<file path="src/rtl/cmd_seq_pkg.sv">
// Shared types and constants for the command sequencer.
package cmd_seq_pkg;

    // Sequencer control states.
    typedef enum logic [2:0] {
        IDLE,
        FETCH,
        SEND,
        WAIT_SNT,
        WAIT_RESP,
        NEXT,
        DONE
    } state_t;

    // Response byte that acknowledges a command.
    localparam logic [7:0] POS_ACK = 8'hA5;

    // Bits needed to index n items; never less than one bit.
    function automatic int idx_width(input int n);
        return (n <= 1) ? 1 : $clog2(n);
    endfunction

endpackage

</file>
<file path="src/rtl/cmd_seq_if.sv">
// Command link handshake between the sequencer (master) and the UART
// command transmitter (slave).
interface cmd_seq_if;
    logic [15:0] cmd;
    logic        snd_cmd;
    logic        cmd_snt;
    logic        resp_rdy;
    logic [7:0]  resp;

    modport master (
        output cmd,
        output snd_cmd,
        input  cmd_snt,
        input  resp_rdy,
        input  resp
    );

    modport slave (
        input  cmd,
        input  snd_cmd,
        output cmd_snt,
        output resp_rdy,
        output resp
    );
endinterface

</file>
<file path="src/rtl/cmd_seq_mem.sv">
// Command list storage: DEPTH x 16 register file, synchronous write and
// registered read. The read register doubles as the command driven onto the
// link, so it is reset while the array itself is not.
module cmd_seq_mem
    import cmd_seq_pkg::*;
#(
    parameter  int DEPTH = 32,
    localparam int IW    = idx_width(DEPTH)
) (
    input  logic          clk,
    input  logic          rst,
    input  logic          we,
    input  logic [IW-1:0] waddr,
    input  logic [15:0]   wdata,
    input  logic          re,
    input  logic [IW-1:0] raddr,
    output logic [15:0]   rdata
);

    logic [15:0] mem [DEPTH];

    // Array write port.
    always_ff @(posedge clk) begin
        if (we) begin
            mem[waddr] <= wdata;
        end
    end

    // Registered read; holds its value between reads so the command stays stable.
    always_ff @(posedge clk) begin
        if (rst) begin
            rdata <= '0;
        end else if (re) begin
            rdata <= mem[raddr];
        end
    end

endmodule

</file>
<file path="src/rtl/cmd_sequencer.sv">
// Issues a stored list of move commands over the command link one at a time,
// checks each response against the positive ack, and retries on NAK/timeout.
module cmd_sequencer
    import cmd_seq_pkg::*;
#(
    parameter  int DEPTH       = 32,
    parameter  int TIMEOUT_CYC = 2_000_000,
    parameter  int MAX_RETRY   = 2,
    localparam int IW          = idx_width(DEPTH)
) (
    input  logic          clk,
    input  logic          rst,
    input  logic          wr_en,
    input  logic [IW-1:0] wr_addr,
    input  logic [15:0]   wr_data,
    input  logic [IW:0]   num_cmds,
    input  logic          start,
    input  logic          abort,
    cmd_seq_if.master     link,
    output logic          busy,
    output logic          done,
    output logic          err,
    output logic [IW-1:0] err_cmd_idx,
    output logic [IW-1:0] cmd_idx
);

    localparam int NW = IW + 1;
    localparam int TW = idx_width(TIMEOUT_CYC + 1);
    localparam int RW = idx_width(MAX_RETRY + 1);

    localparam logic [NW-1:0] DEPTH_N = NW'(DEPTH);
    localparam logic [TW-1:0] TMO_MAX = TW'(TIMEOUT_CYC);

    state_t        state;
    state_t        state_nxt;
    logic [NW-1:0] n_run;
    logic [NW-1:0] n_clamp;
    logic [RW-1:0] retry;
    logic [TW-1:0] tmo_cnt;
    logic          tmo_hit;
    logic          ack_rx;
    logic          last_cmd;
    logic          retry_ok;
    logic          load_run;
    logic          adv_idx;
    logic          clr_retry;
    logic          do_retry;
    logic          do_fail;
    logic          mem_we;
    logic          mem_re;
    logic [15:0]   mem_rdata;

    assign n_clamp  = (num_cmds > DEPTH_N) ? DEPTH_N : num_cmds;
    assign tmo_hit  = (tmo_cnt == TMO_MAX);
    assign ack_rx   = link.resp_rdy && (link.resp == POS_ACK);
    assign last_cmd = ({1'b0, cmd_idx} == (n_run - 1'b1));
    assign retry_ok = (int'(retry) < MAX_RETRY);

    // The list is writable only while no run is using it.
    assign mem_we = wr_en && (state == IDLE);
    assign mem_re = (state == FETCH) && !abort;

    cmd_seq_mem #(
        .DEPTH (DEPTH)
    ) u_mem (
        .clk   (clk),
        .rst   (rst),
        .we    (mem_we),
        .waddr (wr_addr),
        .wdata (wr_data),
        .re    (mem_re),
        .raddr (cmd_idx),
        .rdata (mem_rdata)
    );

    // Pulses are gated by abort so an aborted SEND/DONE cycle issues nothing.
    assign link.cmd     = mem_rdata;
    assign link.snd_cmd = (state == SEND) && !abort;
    assign done         = (state == DONE) && !abort;
    assign busy         = (state != IDLE);

    // State register.
    always_ff @(posedge clk) begin
        if (rst) begin
            state <= IDLE;
        end else begin
            state <= state_nxt;
        end
    end

    // Next-state decode and per-cycle control strobes; abort overrides everything.
    always_comb begin
        state_nxt = state;
        load_run  = 1'b0;
        adv_idx   = 1'b0;
        clr_retry = 1'b0;
        do_retry  = 1'b0;
        do_fail   = 1'b0;
        if (abort) begin
            state_nxt = IDLE;
        end else begin
            unique case (state)
                IDLE: begin
                    if (start) begin
                        load_run  = 1'b1;
                        state_nxt = (n_clamp == '0) ? DONE : FETCH;
                    end
                end
                FETCH: state_nxt = SEND;
                SEND:  state_nxt = WAIT_SNT;
                WAIT_SNT: begin
                    if (link.cmd_snt) begin
                        state_nxt = WAIT_RESP;
                    end
                end
                WAIT_RESP: begin
                    // A response arriving on the expiry cycle takes precedence.
                    if (ack_rx) begin
                        state_nxt = NEXT;
                    end else if (link.resp_rdy || tmo_hit) begin
                        if (retry_ok) begin
                            do_retry  = 1'b1;
                            state_nxt = SEND;
                        end else begin
                            do_fail   = 1'b1;
                            state_nxt = IDLE;
                        end
                    end
                end
                NEXT: begin
                    clr_retry = 1'b1;
                    if (last_cmd) begin
                        state_nxt = DONE;
                    end else begin
                        adv_idx   = 1'b1;
                        state_nxt = FETCH;
                    end
                end
                DONE:    state_nxt = IDLE;
                default: state_nxt = IDLE;
            endcase
        end
    end

    // Run bookkeeping: command count, current index, retry count, error capture.
    always_ff @(posedge clk) begin
        if (rst) begin
            n_run       <= '0;
            cmd_idx     <= '0;
            retry       <= '0;
            err         <= 1'b0;
            err_cmd_idx <= '0;
        end else begin
            if (load_run) begin
                n_run   <= n_clamp;
                cmd_idx <= '0;
                retry   <= '0;
                err     <= 1'b0;
            end
            if (adv_idx) begin
                cmd_idx <= cmd_idx + 1'b1;
            end
            if (clr_retry) begin
                retry <= '0;
            end
            if (do_retry) begin
                retry <= retry + 1'b1;
            end
            if (do_fail) begin
                err         <= 1'b1;
                err_cmd_idx <= cmd_idx;
            end
        end
    end

    // Response timeout: restarts when the link reports the command sent,
    // then counts WAIT_RESP cycles and saturates at the limit.
    always_ff @(posedge clk) begin
        if (rst) begin
            tmo_cnt <= '0;
        end else if ((state == WAIT_SNT) && link.cmd_snt) begin
            tmo_cnt <= '0;
        end else if ((state == WAIT_RESP) && (tmo_cnt != TMO_MAX)) begin
            tmo_cnt <= tmo_cnt + 1'b1;
        end
    end

endmodule
</file>
<file path="src/flat_wrapper.sv">
// flat-port wrapper written by rule: the top's interface ports become plain ports
module cmd_sequencer_flat import cmd_seq_pkg::*;
#(
    parameter  int DEPTH       = 32,
    parameter  int TIMEOUT_CYC = 2_000_000,
    parameter  int MAX_RETRY   = 2,
    localparam int IW          = idx_width(DEPTH)
)
  (clk, rst, wr_en, wr_addr, wr_data, num_cmds, start, abort, busy, done, err, err_cmd_idx, cmd_idx, link_cmd, link_snd_cmd, link_cmd_snt, link_resp_rdy, link_resp);
  cmd_seq_if link_i ();
  input  logic clk;
  input  logic rst;
  input  logic wr_en;
  input  logic [IW-1:0] wr_addr;
  input  logic [15:0] wr_data;
  input  logic [IW:0] num_cmds;
  input  logic start;
  input  logic abort;
  output logic busy;
  output logic done;
  output logic err;
  output logic [IW-1:0] err_cmd_idx;
  output logic [IW-1:0] cmd_idx;
  output wire logic [$bits(link_i.cmd)-1:0] link_cmd;
  output wire logic [$bits(link_i.snd_cmd)-1:0] link_snd_cmd;
  input wire logic [$bits(link_i.cmd_snt)-1:0] link_cmd_snt;
  input wire logic [$bits(link_i.resp_rdy)-1:0] link_resp_rdy;
  input wire logic [$bits(link_i.resp)-1:0] link_resp;
  assign link_cmd = link_i.cmd;
  assign link_snd_cmd = link_i.snd_cmd;
  assign link_i.cmd_snt = link_cmd_snt;
  assign link_i.resp_rdy = link_resp_rdy;
  assign link_i.resp = link_resp;
  cmd_sequencer #(.DEPTH(DEPTH), .TIMEOUT_CYC(TIMEOUT_CYC), .MAX_RETRY(MAX_RETRY)) u_core (.clk(clk), .rst(rst), .wr_en(wr_en), .wr_addr(wr_addr), .wr_data(wr_data), .num_cmds(num_cmds), .start(start), .abort(abort), .link(link_i), .busy(busy), .done(done), .err(err), .err_cmd_idx(err_cmd_idx), .cmd_idx(cmd_idx));
endmodule
</file>
<file path="config.mk">
export PLATFORM = sky130hd
export DESIGN_NAME = cmd_sequencer_flat
export DESIGN_NICKNAME = d
export VERILOG_FILES = /design/src/rtl/cmd_seq_pkg.sv /design/src/rtl/cmd_seq_if.sv /design/src/rtl/cmd_seq_mem.sv /design/src/rtl/cmd_sequencer.sv /design/src/flat_wrapper.sv
export SDC_FILE = /design/constraint.sdc
export NUM_CORES = 1
export LEC_CHECK = 0
export BUFFER_PORTS_ARGS = -buffer_cell sky130_fd_sc_hd__buf_2
export CORE_MARGIN = 1
export CORE_UTILIZATION = 55
export DETAILED_ROUTE_END_ITERATION = 10
export PLACE_DENSITY = 0.77
export SYNTH_ARGS = -nofsm -noshare
export SYNTH_HDL_FRONTEND = slang
export SYNTH_SLANG_ARGS = --single-unit
</file>
<file path="constraint.sdc">
create_clock -name clk -period 2.41 [get_ports clk]
set_input_delay 0.723 -clock clk [delete_from_list [all_inputs] [get_ports clk]]
set_output_delay 0.723 -clock clk [all_outputs]
set_load 0.01 [all_outputs]
</file>
==> metrics.md <==
| Metric | Value |
|---|---|
| Antenna diodes | `0` |
| Non-Filler Instances | `1856` |
| Final setup viols | `0` |
| Hold_sp | `num_cmds[5]` |
| Clock latency on the worst-skew pair | `0.61 ns` |
| Required time of the critical path | `2.89 ns` |
| Sequential element share of the synthesized area | `around three quarters` |
| FILL cells | `between 2k and 3k` |
| EDFF count, synth | `approximately 500` |
| RSZ-0062 raised after global routing | `yes` |
| Reg2reg path depth | `7` |
| Vias in the first global route | `between 10k and 15k` |
| Multi-input gate area | `between 5000 and 6000 um^2` |
| Layout area overhead | `17.62%` |
| Post-route clock period utilization | `between 90% and 100%` |
| Final instance area | `26160 um^2` |
| Row Count | `73` |
| Cells after DPL | `about 1.7k` |
| Num CTS Buffers | `56` |
| P_leak | `~8 nW` |
| TritonCTS clock tree | `yes` |
| Hold worst-path end | `u_core.n_run[5]$_SDFFE_PP0P_` |
| Pin count of the biggest net entering global routing | `44` |
| Yosys reg bits | `571` |
| CP Capture Type | `register` |
| R2R setup slack | `around 0.094 ns` |
| First-pass GRT wire length | `roughly 76 mm` |
| CTS Buffer Depth | `3` |
| Status | `completed` |
| Die area | `41250 um^2` |
| Top Ports | `a little over 70` |
| Post-synthesis instance area | `22240 um^2` |
| Mapped Avg Cell Area | `about 20 um^2` |
| Initial antenna violation count | `2` |
| Most frequent cells in the layout | `edfxtp_1 (512), mux4_2 (160), buf_2 (71)` |
| Hold WS | `around 0.45 ns` |
| H-tree Lvls | `2` |
| Min cycle time layout | `2.316 ns` |
| Critical path type | `register to register` |
| GRT Resource Usage Total | `roughly a quarter` |
| Fmax | `~430 MHz` |
| CP startpoint kind | `register` |
| Reg-to-Reg Start | `u_core.tmo_cnt[5]$_SDFFE_PP0P_` |
| VDD IR max | `roughly 0.72 mV` |
| Async set-or-reset flop fraction in the synthesized netlist | `0%` |
| CP Max Fanout | `6` |
| Synth Flop Type | `edfxtp_1` |
| Final Util | `about 66%` |
| Dpl ws | `0.06372 ns` |
| Root Buffer | `clkbuf_16` |
| Clk_skew | `between 0.03 and 0.04 ns` |
| Routed WL per cell | `27.50 um` |
| DIE HEIGHT | `just over 200 um` |
| Residual DRC | `0` |
| Hold Vio Cnt, Final | `0` |
| PortBufs | `approximately 70` |
| Die Wd | `roughly 200 um` |
| Slew headroom | `61.80%` |
| Dpl cell area | `around 24000 um^2` |
| Clock slew at reported path FFs | `around 0.060 ns` |
| Routability cong. | `around 0.83` |
| Share of cells above drive strength 1 | `roughly 34%` |
| Reg2reg end | `u_core.err_cmd_idx[4]$_SDFFE_PP0P_` |
| Max-slew violation count | `0` |
| First-pass DRT Iterations | `6` |
| Share of the synthesized area in the top cell type | `69.12%` |
| Slew @ Worst Pin | `0.5730 ns` |
| Ys Warns | `0` |
| Syn Inst Count | `roughly 1.1k` |
| Cell count of the worst hold path | `3` |
| Most common cell after layout, fill and taps aside | `edfxtp_1` |
| Core area | `between 30000 and 40000 um^2` |
| DPL Wire Length | `28.88 mm` |
| Hold Path Class | `input pin to register` |
| Initial DRC Count | `about 1.2k` |
| Vias | `11.72k` |
| Max Cap Viol | `0` |
| Drt total wl | `around 51 mm` |
| Syn nets | `roughly 1.2k` |
| Register area | `roughly 17000 um^2` |
| Total grt overflow | `0` |
| Power per cell area | `754.9 nW/um^2` |
| Clk sinks | `roughly 570` |
| CP arrival | `around 2.8 ns` |
| Largest area contributor in the netlist | `edfxtp_1` |
| Netlist cell types | `53` |
| Nets | `about 1.3k` |
| Fin worst setup slack | `0.09390 ns` |
| Initial core utilization | `a little under three fifths` |
| Fin Setup TNS | `0 ns` |
| Overall power | `19.75 mW` |
| ANT nets after route | `0` |
| Synth area leaders | `edfxtp_1 (69%), mux4_2 (16%), dfxtp_1 (5.3%)` |
| Vias per cell | `about 6.3` |
how the worst max path moves through the flow:
stage | end | start | slack [ns]
after global placement | u_core.tmo_cnt[9]$_SDFFE_PP0P_ | u_core.tmo_cnt[3]$_SDFFE_PP0P_ | 0.12
final | u_core.err_cmd_idx[4]$_SDFFE_PP0P_ | u_core.tmo_cnt[5]$_SDFFE_PP0P_ | 0.09
after detailed placement | u_core.u_mem.rdata[8]$_SDFFE_PP0P_ | u_core.cmd_idx[0]$_SDFFE_PP0P_ | 0.06
after floorplan | u_core.u_mem.mem[12][0]$_DFFE_PP_ | u_core.state[0]$_SDFFE_PP0P_ | -0.16
after CTS | u_core.tmo_cnt[9]$_SDFFE_PP0P_ | u_core.tmo_cnt[5]$_SDFFE_PP0P_ | 0.05
after global routing | u_core.cmd_idx[0]$_SDFFE_PP0P_ | u_core.n_run[1]$_SDFFE_PP0P_ | -0.02
worst max-delay path, stage by stage (launching register included):
cell and delay (ns):
dfxtp_1 0.35, or4_1 0.48, or4_4 0.50, o21ba_4 0.22
nor4b_4 0.20, buf_4 0.20, mux2i_1 0.20, nor2_1 0.06
cells in the mapped netlist (all sizes together) (14+ instances only):
library cell / n
mux4: 160
clkbuf: 33
edfxtp: 512
nand2: 28
o21ai: 33
dfxtp: 59
a21oi: 23
xnor2: 15
o22ai: 16
or3: 14
nor2: 84
buf: 21
layer usage:
layer | wire [um] | global-route usage [%] | part of all wire, % | vias to the layer above
met5 | 26 | 0 | 0.051 | -
met4 | 1714 | 9.157 | 3.4 | 4
met3 | 4706 | 5.345 | 9.2 | 133
met2 | 25260 | 41.96 | 49 | 645
met1 | 19330 | 34.57 | 38 | 5995
li1 | - | - | - | 4944
cell families (layout without fill, tap and decap cells):
kind of cell,count (synthesis),count (layout),synth area share (%)
AO/OA/AOI/OAI,91,91,2.481
XOR/XNOR,16,16,0.6301
adder cells (fa/ha/maj),4,4,0.2250
buffers and inverters,66,283,1.159
flip-flops,571,571,74.43
multiplexers,167,167,16.52
AND/OR/NAND/NOR,199,199,4.551
final cells by class:
| cell class | instances | share of cell area, % |
|---|---|---|
| Clock inverter | 25 | 0.8609 |
| Clock buffer | 77 | 5.969 |
| Multi-Input combinational cell | 477 | 21.13 |
| Sequential cell | 571 | 63.32 |
| Timing Repair Buffer | 169 | 6.036 |
| Inverter | 12 | 0.1722 |
| Tap cell | 525 | 2.511 |
what timing repair did:
| action | 4_1_cts | 5_1_grt |
|---|---|---|
| endpoints found under the hold margin | 0 | 0 |
| buffers inserted | 0 | 6 |
| hold buffers | 0 | 0 |
| setup endpoints to repair | 0 | 8 |
| resized for setup | 0 | 2 |
power by group:
part           switching [mW]  internal [mW]
Clock                    3.67           4.77
Sequential             0.0293           10.8
Combinational           0.309          0.122
Total                    4.01           15.7
flip-flops by register name (all words and copies together) (netlist names):
| name | flops |
|---|---|
| u_core.err | 1 |
| u_core.n_run | 6 |
| u_core.state | 3 |
| u_core.cmd_idx | 5 |
| u_core.u_mem.rdata | 16 |
| u_core.u_mem.mem | 512 |
| u_core.retry | 2 |
| u_core.tmo_cnt | 21 |
| u_core.err_cmd_idx | 5 |
No activity file was read; power rests on OpenSTA's default activity.
